===== src/rtl/xnor_pattern_matcher_pkg.sv =====
// xnor_pkg: shared constants, run-FSM state type and popcount width helper for xnor_pattern_matcher.
package xnor_pkg;
    localparam int WIDTH_D   = 8;
    localparam int RUN_LEN_D = 3;
    localparam int CNT_W_D   = 8;
    typedef enum logic [1:0] {IDLE, COUNT, HIT} state_t;
    function automatic int pop_w(input int w);
        return $clog2(w + 1);
    endfunction
endpackage


===== src/rtl/xnor_pattern_matcher_if.sv =====
// xnor_pattern_matcher_if: valid/ready input stream and registered result stream.
interface xnor_pattern_matcher_if import xnor_pkg::*; #(parameter int WIDTH = WIDTH_D) ();
    logic             in_valid;
    logic             in_ready;
    logic [WIDTH-1:0] in_data;
    logic             out_valid;
    logic             out_ready;
    logic [WIDTH-1:0] xnor_out;
    logic             match;
    logic             run_hit;
    modport master (output in_valid, in_data, out_ready,
                    input  in_ready, out_valid, xnor_out, match, run_hit);
    modport slave  (input  in_valid, in_data, out_ready,
                    output in_ready, out_valid, xnor_out, match, run_hit);
endinterface


===== src/rtl/xnor_vec.sv =====
// xnor_vec: bitwise XNOR of data against pattern plus masked full-match reduction.
module xnor_vec import xnor_pkg::*; #(parameter int WIDTH = WIDTH_D) (
    input  logic [WIDTH-1:0] data,
    input  logic [WIDTH-1:0] pattern,
    input  logic [WIDTH-1:0] mask,
    output logic [WIDTH-1:0] xnor_bits,
    output logic             match
);
    assign xnor_bits = data ~^ pattern;
    assign match     = &(xnor_bits | ~mask);
endmodule


===== src/rtl/xnor_pattern_matcher.sv =====
// xnor_pattern_matcher: streaming masked XNOR comparator with run detector and saturating match counter.
// Define XNOR_SIMILARITY_EN to add the registered sim_bits popcount output.
module xnor_pattern_matcher import xnor_pkg::*; #(
    parameter int WIDTH   = WIDTH_D,
    parameter int RUN_LEN = RUN_LEN_D,
    parameter int CNT_W   = CNT_W_D
) (
    input  logic             clk,
    input  logic             rst_n,
    input  logic             pat_load,
    input  logic [WIDTH-1:0] pat_in,
    input  logic [WIDTH-1:0] mask_in,
    input  logic             clr,
    xnor_pattern_matcher_if.slave s,
    output logic [CNT_W-1:0] match_cnt
`ifdef XNOR_SIMILARITY_EN
    ,
    output logic [pop_w(WIDTH)-1:0] sim_bits
`endif
);
    localparam int KW = $clog2(RUN_LEN + 1);
    logic [WIDTH-1:0] pattern, mask, x;
    logic             m, accept;
    state_t           state, state_nxt;
    logic [KW-1:0]    k, k_nxt;

    assign s.in_ready = !s.out_valid || s.out_ready;
    assign accept     = s.in_valid && s.in_ready;

    xnor_vec #(.WIDTH(WIDTH)) u_vec (
        .data(s.in_data), .pattern(pattern), .mask(mask), .xnor_bits(x), .match(m)
    );

    // k counts matching words seen so far in the current run
    always_comb begin
        k_nxt     = '0;
        state_nxt = IDLE;
        if (m && state != HIT) begin
            k_nxt     = state == IDLE ? KW'(1) : k + KW'(1);
            state_nxt = int'(k_nxt) >= RUN_LEN ? HIT : COUNT;
        end else if (m) begin
            state_nxt = HIT;
        end
    end

`ifdef XNOR_SIMILARITY_EN
    logic [pop_w(WIDTH)-1:0] pc;
    always_comb begin
        pc = '0;
        for (int i = 0; i < WIDTH; i++) pc = pc + (pop_w(WIDTH))'(x[i] & mask[i]);
    end
    always_ff @(posedge clk or negedge rst_n)
        if (!rst_n) sim_bits <= '0;
        else if (accept) sim_bits <= pc;
`endif

    always_ff @(posedge clk or negedge rst_n) begin
        if (!rst_n) begin
            pattern     <= '0;
            mask        <= '1;
            state       <= IDLE;
            k           <= '0;
            s.out_valid <= 1'b0;
            s.xnor_out  <= '0;
            s.match     <= 1'b0;
            s.run_hit   <= 1'b0;
            match_cnt   <= '0;
        end else begin
            if (pat_load) begin
                pattern <= pat_in;
                mask    <= mask_in;
            end
            if (accept) begin
                s.xnor_out <= x;
                s.match    <= m;
                s.run_hit  <= !pat_load && state_nxt == HIT;
            end
            // a pattern reload restarts the run even when a word is accepted alongside it
            state       <= pat_load ? IDLE : accept ? state_nxt : state;
            k           <= pat_load ? '0 : accept ? k_nxt : k;
            s.out_valid <= accept || (s.out_valid && !s.out_ready);
            match_cnt   <= clr ? '0 : (accept && m && !(&match_cnt)) ? match_cnt + CNT_W'(1) : match_cnt;
        end
    end
endmodule


===== src/flat_wrapper.sv =====
// flat-port wrapper written by rule: the top's interface ports become plain ports
module xnor_pattern_matcher_flat import xnor_pkg::*;
#(
    parameter int WIDTH   = WIDTH_D,
    parameter int RUN_LEN = RUN_LEN_D,
    parameter int CNT_W   = CNT_W_D
)
  (clk, rst_n, pat_load, pat_in, mask_in, clr, match_cnt, s_in_valid, s_in_data, s_out_ready, s_in_ready, s_out_valid, s_xnor_out, s_match, s_run_hit);
  xnor_pattern_matcher_if #(.WIDTH(WIDTH)) s_i ();
  input  logic clk;
  input  logic rst_n;
  input  logic pat_load;
  input  logic [WIDTH-1:0] pat_in;
  input  logic [WIDTH-1:0] mask_in;
  input  logic clr;
  output logic [CNT_W-1:0] match_cnt;
  input wire logic [$bits(s_i.in_valid)-1:0] s_in_valid;
  input wire logic [$bits(s_i.in_data)-1:0] s_in_data;
  input wire logic [$bits(s_i.out_ready)-1:0] s_out_ready;
  output wire logic [$bits(s_i.in_ready)-1:0] s_in_ready;
  output wire logic [$bits(s_i.out_valid)-1:0] s_out_valid;
  output wire logic [$bits(s_i.xnor_out)-1:0] s_xnor_out;
  output wire logic [$bits(s_i.match)-1:0] s_match;
  output wire logic [$bits(s_i.run_hit)-1:0] s_run_hit;
  assign s_i.in_valid = s_in_valid;
  assign s_i.in_data = s_in_data;
  assign s_i.out_ready = s_out_ready;
  assign s_in_ready = s_i.in_ready;
  assign s_out_valid = s_i.out_valid;
  assign s_xnor_out = s_i.xnor_out;
  assign s_match = s_i.match;
  assign s_run_hit = s_i.run_hit;
  xnor_pattern_matcher #(.WIDTH(WIDTH), .RUN_LEN(RUN_LEN), .CNT_W(CNT_W)) u_core (.clk(clk), .rst_n(rst_n), .pat_load(pat_load), .pat_in(pat_in), .mask_in(mask_in), .clr(clr), .s(s_i), .match_cnt(match_cnt));
endmodule

===== config.mk =====
export PLATFORM = sky130hd
export DESIGN_NAME = xnor_pattern_matcher_flat
export DESIGN_NICKNAME = d
export VERILOG_FILES = /design/src/rtl/xnor_pattern_matcher_pkg.sv /design/src/rtl/xnor_pattern_matcher_if.sv /design/src/rtl/xnor_vec.sv /design/src/rtl/xnor_pattern_matcher.sv /design/src/flat_wrapper.sv
export SDC_FILE = /design/constraint.sdc
export NUM_CORES = 1
export LEC_CHECK = 0
export CORE_MARGIN = 1
export CORE_UTILIZATION = 51
export DETAILED_ROUTE_END_ITERATION = 8
export PLACE_DENSITY = 0.89
export SLEW_MARGIN = 0
export SYNTH_ARGS = -nofsm -noshare
export SYNTH_HDL_FRONTEND = slang
export SYNTH_HIERARCHICAL = 1
export SYNTH_SLANG_ARGS = --single-unit

===== constraint.sdc =====
create_clock -name clk -period 4.6 [get_ports clk]
set_input_delay 0.92 -clock clk [delete_from_list [all_inputs] [get_ports clk]]
set_output_delay 0.92 -clock clk [all_outputs]
set_load 0.01 [all_outputs]

==> out/metrics.yaml <==
logic_synthesis:
  synth_simple_gate_area_share: 0.118
  synthAdderAreaFrac: 0.00687
  synth_seq_area_share: 0.542
  yosys-mux-area-fraction: 0.154
  post_synth_inst_count: 155
  synth_top_family_by_area: "multiplexers"
  synth.net_count: 186
  complex_gate_fraction_of_the_synthesized_area: 0.0976
  synth_area_per_cell_sq_um: 11.7
  ys_types: 36
  yosys_register_bits: 39
  async_reset_ff_frac: 1.00
  post_synth_xor_area_fraction: 0.0385
  synth.cell_area_sq_mm: 0.00182
  synth_top_flop_cell: "sky130_fd_sc_hd__dfrtp_1"
  ys_warn_count: 6
  synth-edff-count: 0
worst_setup_path:
  cp_launch_type: "input port"
  timing.critical_path.fanout_max: 9
  timing.critical_path.arrival_ns: 2.30
  setup.worst_path.end_class: "output port"
  worst_r2r_path_depth: 7
  worst_ep_required_time_ns: 3.68
  timing_worst_setup_path_type: "input port to output port"
pwr:
  leakage_uw: 0.000983
  cellPowerDensity_mw_per_mm2: 331
  ir_drop_v: 0.000192
  fin_total_pwr_uw: 800
cells_and_area:
  nets: 236
  antenna_cells_inserted: 0
  layout.filler_cells: 228
  fraction_of_layout_instances_using_a_drive_strength_above_1: 0.218
  utilization_after_layout: 0.714
  syn2layout_area_growth_pct: 32.9
  stdcell_area_sq_mm: 0.00242
global_routing:
  gr-usage-met3: 0.0538
  busiest_layer: "met2"
  grtUsageTotal: 0.200
  globalRouteMet2Util: 0.349
  global_route.overflow_total: 0
  initial_antenna_violation_count: 0
  grt_first_pass_wirelength_um: 5530
  first_global_vias: 1259
  global_route.usage.met1: 0.244
  grt_max_degree: 40
detailed_routing:
  vias_per_cell: 5.39
  route.detailed.wl_per_inst_um: 13.9
  initialDrtViolationCount: 101
  final_antenna_net_count: 0
  drc: 0
  routed-via-count: 1359
  finalWirelength_um: 3500
  drt_pass1_iterations: 4
floorplanning:
  fp.coreArea_sq_mm: 0.00339
  floorplan.io_pins: 50
  die-height_um: 61.7
  rows: 21
  die-area_sq_mm: 0.00381
  starting_utilization_of_the_core_area: 0.537
  floorplan.die.width_um: 61.7
clock_network:
  cts.reportedPaths.clkPinSlew_ns: 0.10
  root_buffer: "sky130_fd_sc_hd__clkbuf_4"
  clock-sinks: 39
  cts.hold.buffers_added: 0
  cts.path.max_buffers: 2
  cts_setup_buffers: 0
  cts_resizes: 0
  h_tree_levels: 2
  cts_buffer_count: 5
  insertion_delay_ns: 0.33
  tritoncts: "yes"
place:
  placement.cell_area_sq_mm: 0.00233
  gp_congestion: 0.773
  hpwl_um: 2600
  place_worst_setup_slack_ns: 1.38
  port_buffers: 49
timing:
  clock.fmax_mhz: 310
  setup_violations: 0
  finalMaxSlewViolations: 0
  smallest_setup_slack_after_layout_ns: 1.38
  setup-tns-final_ns: 0
  hold_viol: 0
  timing.final.crit_share: 0.700
  setup_repair_after_global_routing_missed_its_margin: "no"
  slew_worst_pin_ns: 0.852
  slew_headroom: 0.430
  fin_crit_ns: 3.22
  worst_clock_skew_ns: 0.0150
status:
  run_status: "completed"
min_path:
  number_of_cells_traversed_by_the_worst_hold_path: 2
  hold_class: "register to register"
flow_run:
  maxCapViolCount: 0
[worst paths after layout]
kind                                                    start  slack (ns)                               end
worst max-delay path                              s_out_ready        1.38                        s_in_ready
max in group asynchronous                               rst_n        3.38   u_core/match_cnt[3]$_DFFE_PN0P_
worst min register to register   u_core/s.run_hit$_DFFE_PN0P_        0.51      u_core/s.run_hit$_DFFE_PN0P_
worst min-delay path             u_core/s.run_hit$_DFFE_PN0P_        0.51      u_core/s.run_hit$_DFFE_PN0P_
min in group asynchronous                               rst_n        0.69  u_core/s.xnor_out[1]$_DFFE_PN0P_
worst max register to register  u_core/pattern[0]$_DFFE_PN0P_        2.47   u_core/match_cnt[6]$_DFFE_PN0P_
[cells in the final DEF, fill, tap and decap left out, types with 2 or more instances in the layout]
| cell type | Yosys | final |
|---|---|---|
| sky130_fd_sc_hd__nand2_1 | 7 | 7 |
| sky130_fd_sc_hd__o41ai_1 | 2 | 2 |
| sky130_fd_sc_hd__or3_1 | 4 | 4 |
| sky130_fd_sc_hd__dfstp_2 | 8 | 8 |
| sky130_fd_sc_hd__mux2_2 | 24 | 24 |
| sky130_fd_sc_hd__a21oi_1 | 10 | 10 |
| sky130_fd_sc_hd__nor2_1 | 5 | 5 |
| sky130_fd_sc_hd__dfrtp_1 | 31 | 31 |
| sky130_fd_sc_hd__inv_1 | 11 | 11 |
| sky130_fd_sc_hd__nor2b_1 | 2 | 2 |
| sky130_fd_sc_hd__clkbuf_4 | 0 | 5 |
| sky130_fd_sc_hd__o21ai_0 | 3 | 3 |
| sky130_fd_sc_hd__o31ai_1 | 4 | 4 |
| sky130_fd_sc_hd__and3_1 | 2 | 2 |
| sky130_fd_sc_hd__nand2b_1 | 2 | 2 |
| sky130_fd_sc_hd__nand4_1 | 2 | 2 |
| sky130_fd_sc_hd__clkdlybuf4s50_1 | 0 | 48 |
| sky130_fd_sc_hd__or4_1 | 3 | 3 |
| sky130_fd_sc_hd__o22ai_1 | 4 | 4 |
| sky130_fd_sc_hd__xnor2_1 | 8 | 8 |
| sky130_fd_sc_hd__nand3_1 | 3 | 3 |
[critical path: stages]
cell and delay [ns]:
sky130_fd_sc_hd__clkdlybuf4s50_1 0.44, sky130_fd_sc_hd__nand2b_1 0.32, sky130_fd_sc_hd__clkdlybuf4s50_1 0.61
[registers in the layout, indices dropped and copies added (netlist names)]
name / count
u_core/s.match: 1
u_core/s.run_hit: 1
u_core/match_cnt: 8
u_core/state: 2
u_core/s.out_valid: 1
u_core/pattern: 8
u_core/k: 2
u_core/mask: 8
u_core/s.xnor_out: 8
[cell type report]
type | instances | area (sq um) | share of cell area
Sequential cell | 39 | 986 | 0.407
Multi-Input combinational cell | 98 | 756 | 0.312
Timing Repair Buffer | 50 | 493 | 0.204
Tap cell | 46 | 57.6 | 0.0238
Clock buffer | 6 | 51.3 | 0.0212
Inverter | 11 | 41.3 | 0.0171
Clock inverter | 2 | 35.0 | 0.0145
[routing by layer]
layer	wire length (um)	part of all wire
met5	0	0
met4	14	0.0040
met3	207	0.059
met2	1830	0.52
met1	1450	0.41
[synthesized netlist by cell type (2+ instances only)]
| cell type | instances | area, sq um |
|---|---|---|
| sky130_fd_sc_hd__mux2_2 | 24 | 270 |
| sky130_fd_sc_hd__nor2_1 | 5 | 18.8 |
| sky130_fd_sc_hd__buf_2 | 3 | 15.0 |
| sky130_fd_sc_hd__dfrtp_1 | 31 | 776 |
| sky130_fd_sc_hd__or3_1 | 4 | 25.0 |
| sky130_fd_sc_hd__or4_1 | 3 | 22.5 |
| sky130_fd_sc_hd__nand2_1 | 7 | 26.3 |
| sky130_fd_sc_hd__a21oi_1 | 10 | 50.1 |
| sky130_fd_sc_hd__inv_1 | 11 | 41.3 |
| sky130_fd_sc_hd__xnor2_1 | 8 | 70.1 |
| sky130_fd_sc_hd__nand4_1 | 2 | 12.5 |
| sky130_fd_sc_hd__and3_1 | 2 | 12.5 |
| sky130_fd_sc_hd__dfstp_2 | 8 | 210 |
| sky130_fd_sc_hd__o22ai_1 | 4 | 25.0 |
| sky130_fd_sc_hd__nor2b_1 | 2 | 12.5 |
| sky130_fd_sc_hd__o21ai_0 | 3 | 15.0 |
| sky130_fd_sc_hd__nand2b_1 | 2 | 12.5 |
| sky130_fd_sc_hd__clkbuf_1 | 2 | 7.51 |
| sky130_fd_sc_hd__o41ai_1 | 2 | 17.5 |
| sky130_fd_sc_hd__o31ai_1 | 4 | 30.0 |
| sky130_fd_sc_hd__nand3_1 | 3 | 15.0 |
[through the flow]
stage	hold slack (ns)	cells
CTS	0.513	252
global placement	0.473	244
detailed placement	0.489	244
global route	0.533	252
finish	0.510	252
floorplan	0.502	155
[power breakdown]
part	leakage (uW)	internal [uW]	switching [uW]	total, uW
Combinational	0.000458	98.9	63.9	163
Clock	0.0000482	129	105	233
Sequential	0.000476	383	21.1	404
Total	0.000983	610	190	800
[cell families after synthesis]
logic type      after synthesis
mux                          25
flops                        39
xor+xnor                      8
fa+ha+maj                     1
buf+inv                      18
compound gates               28
simple gates                 36
No activity file was read; power rests on OpenSTA's default activity.
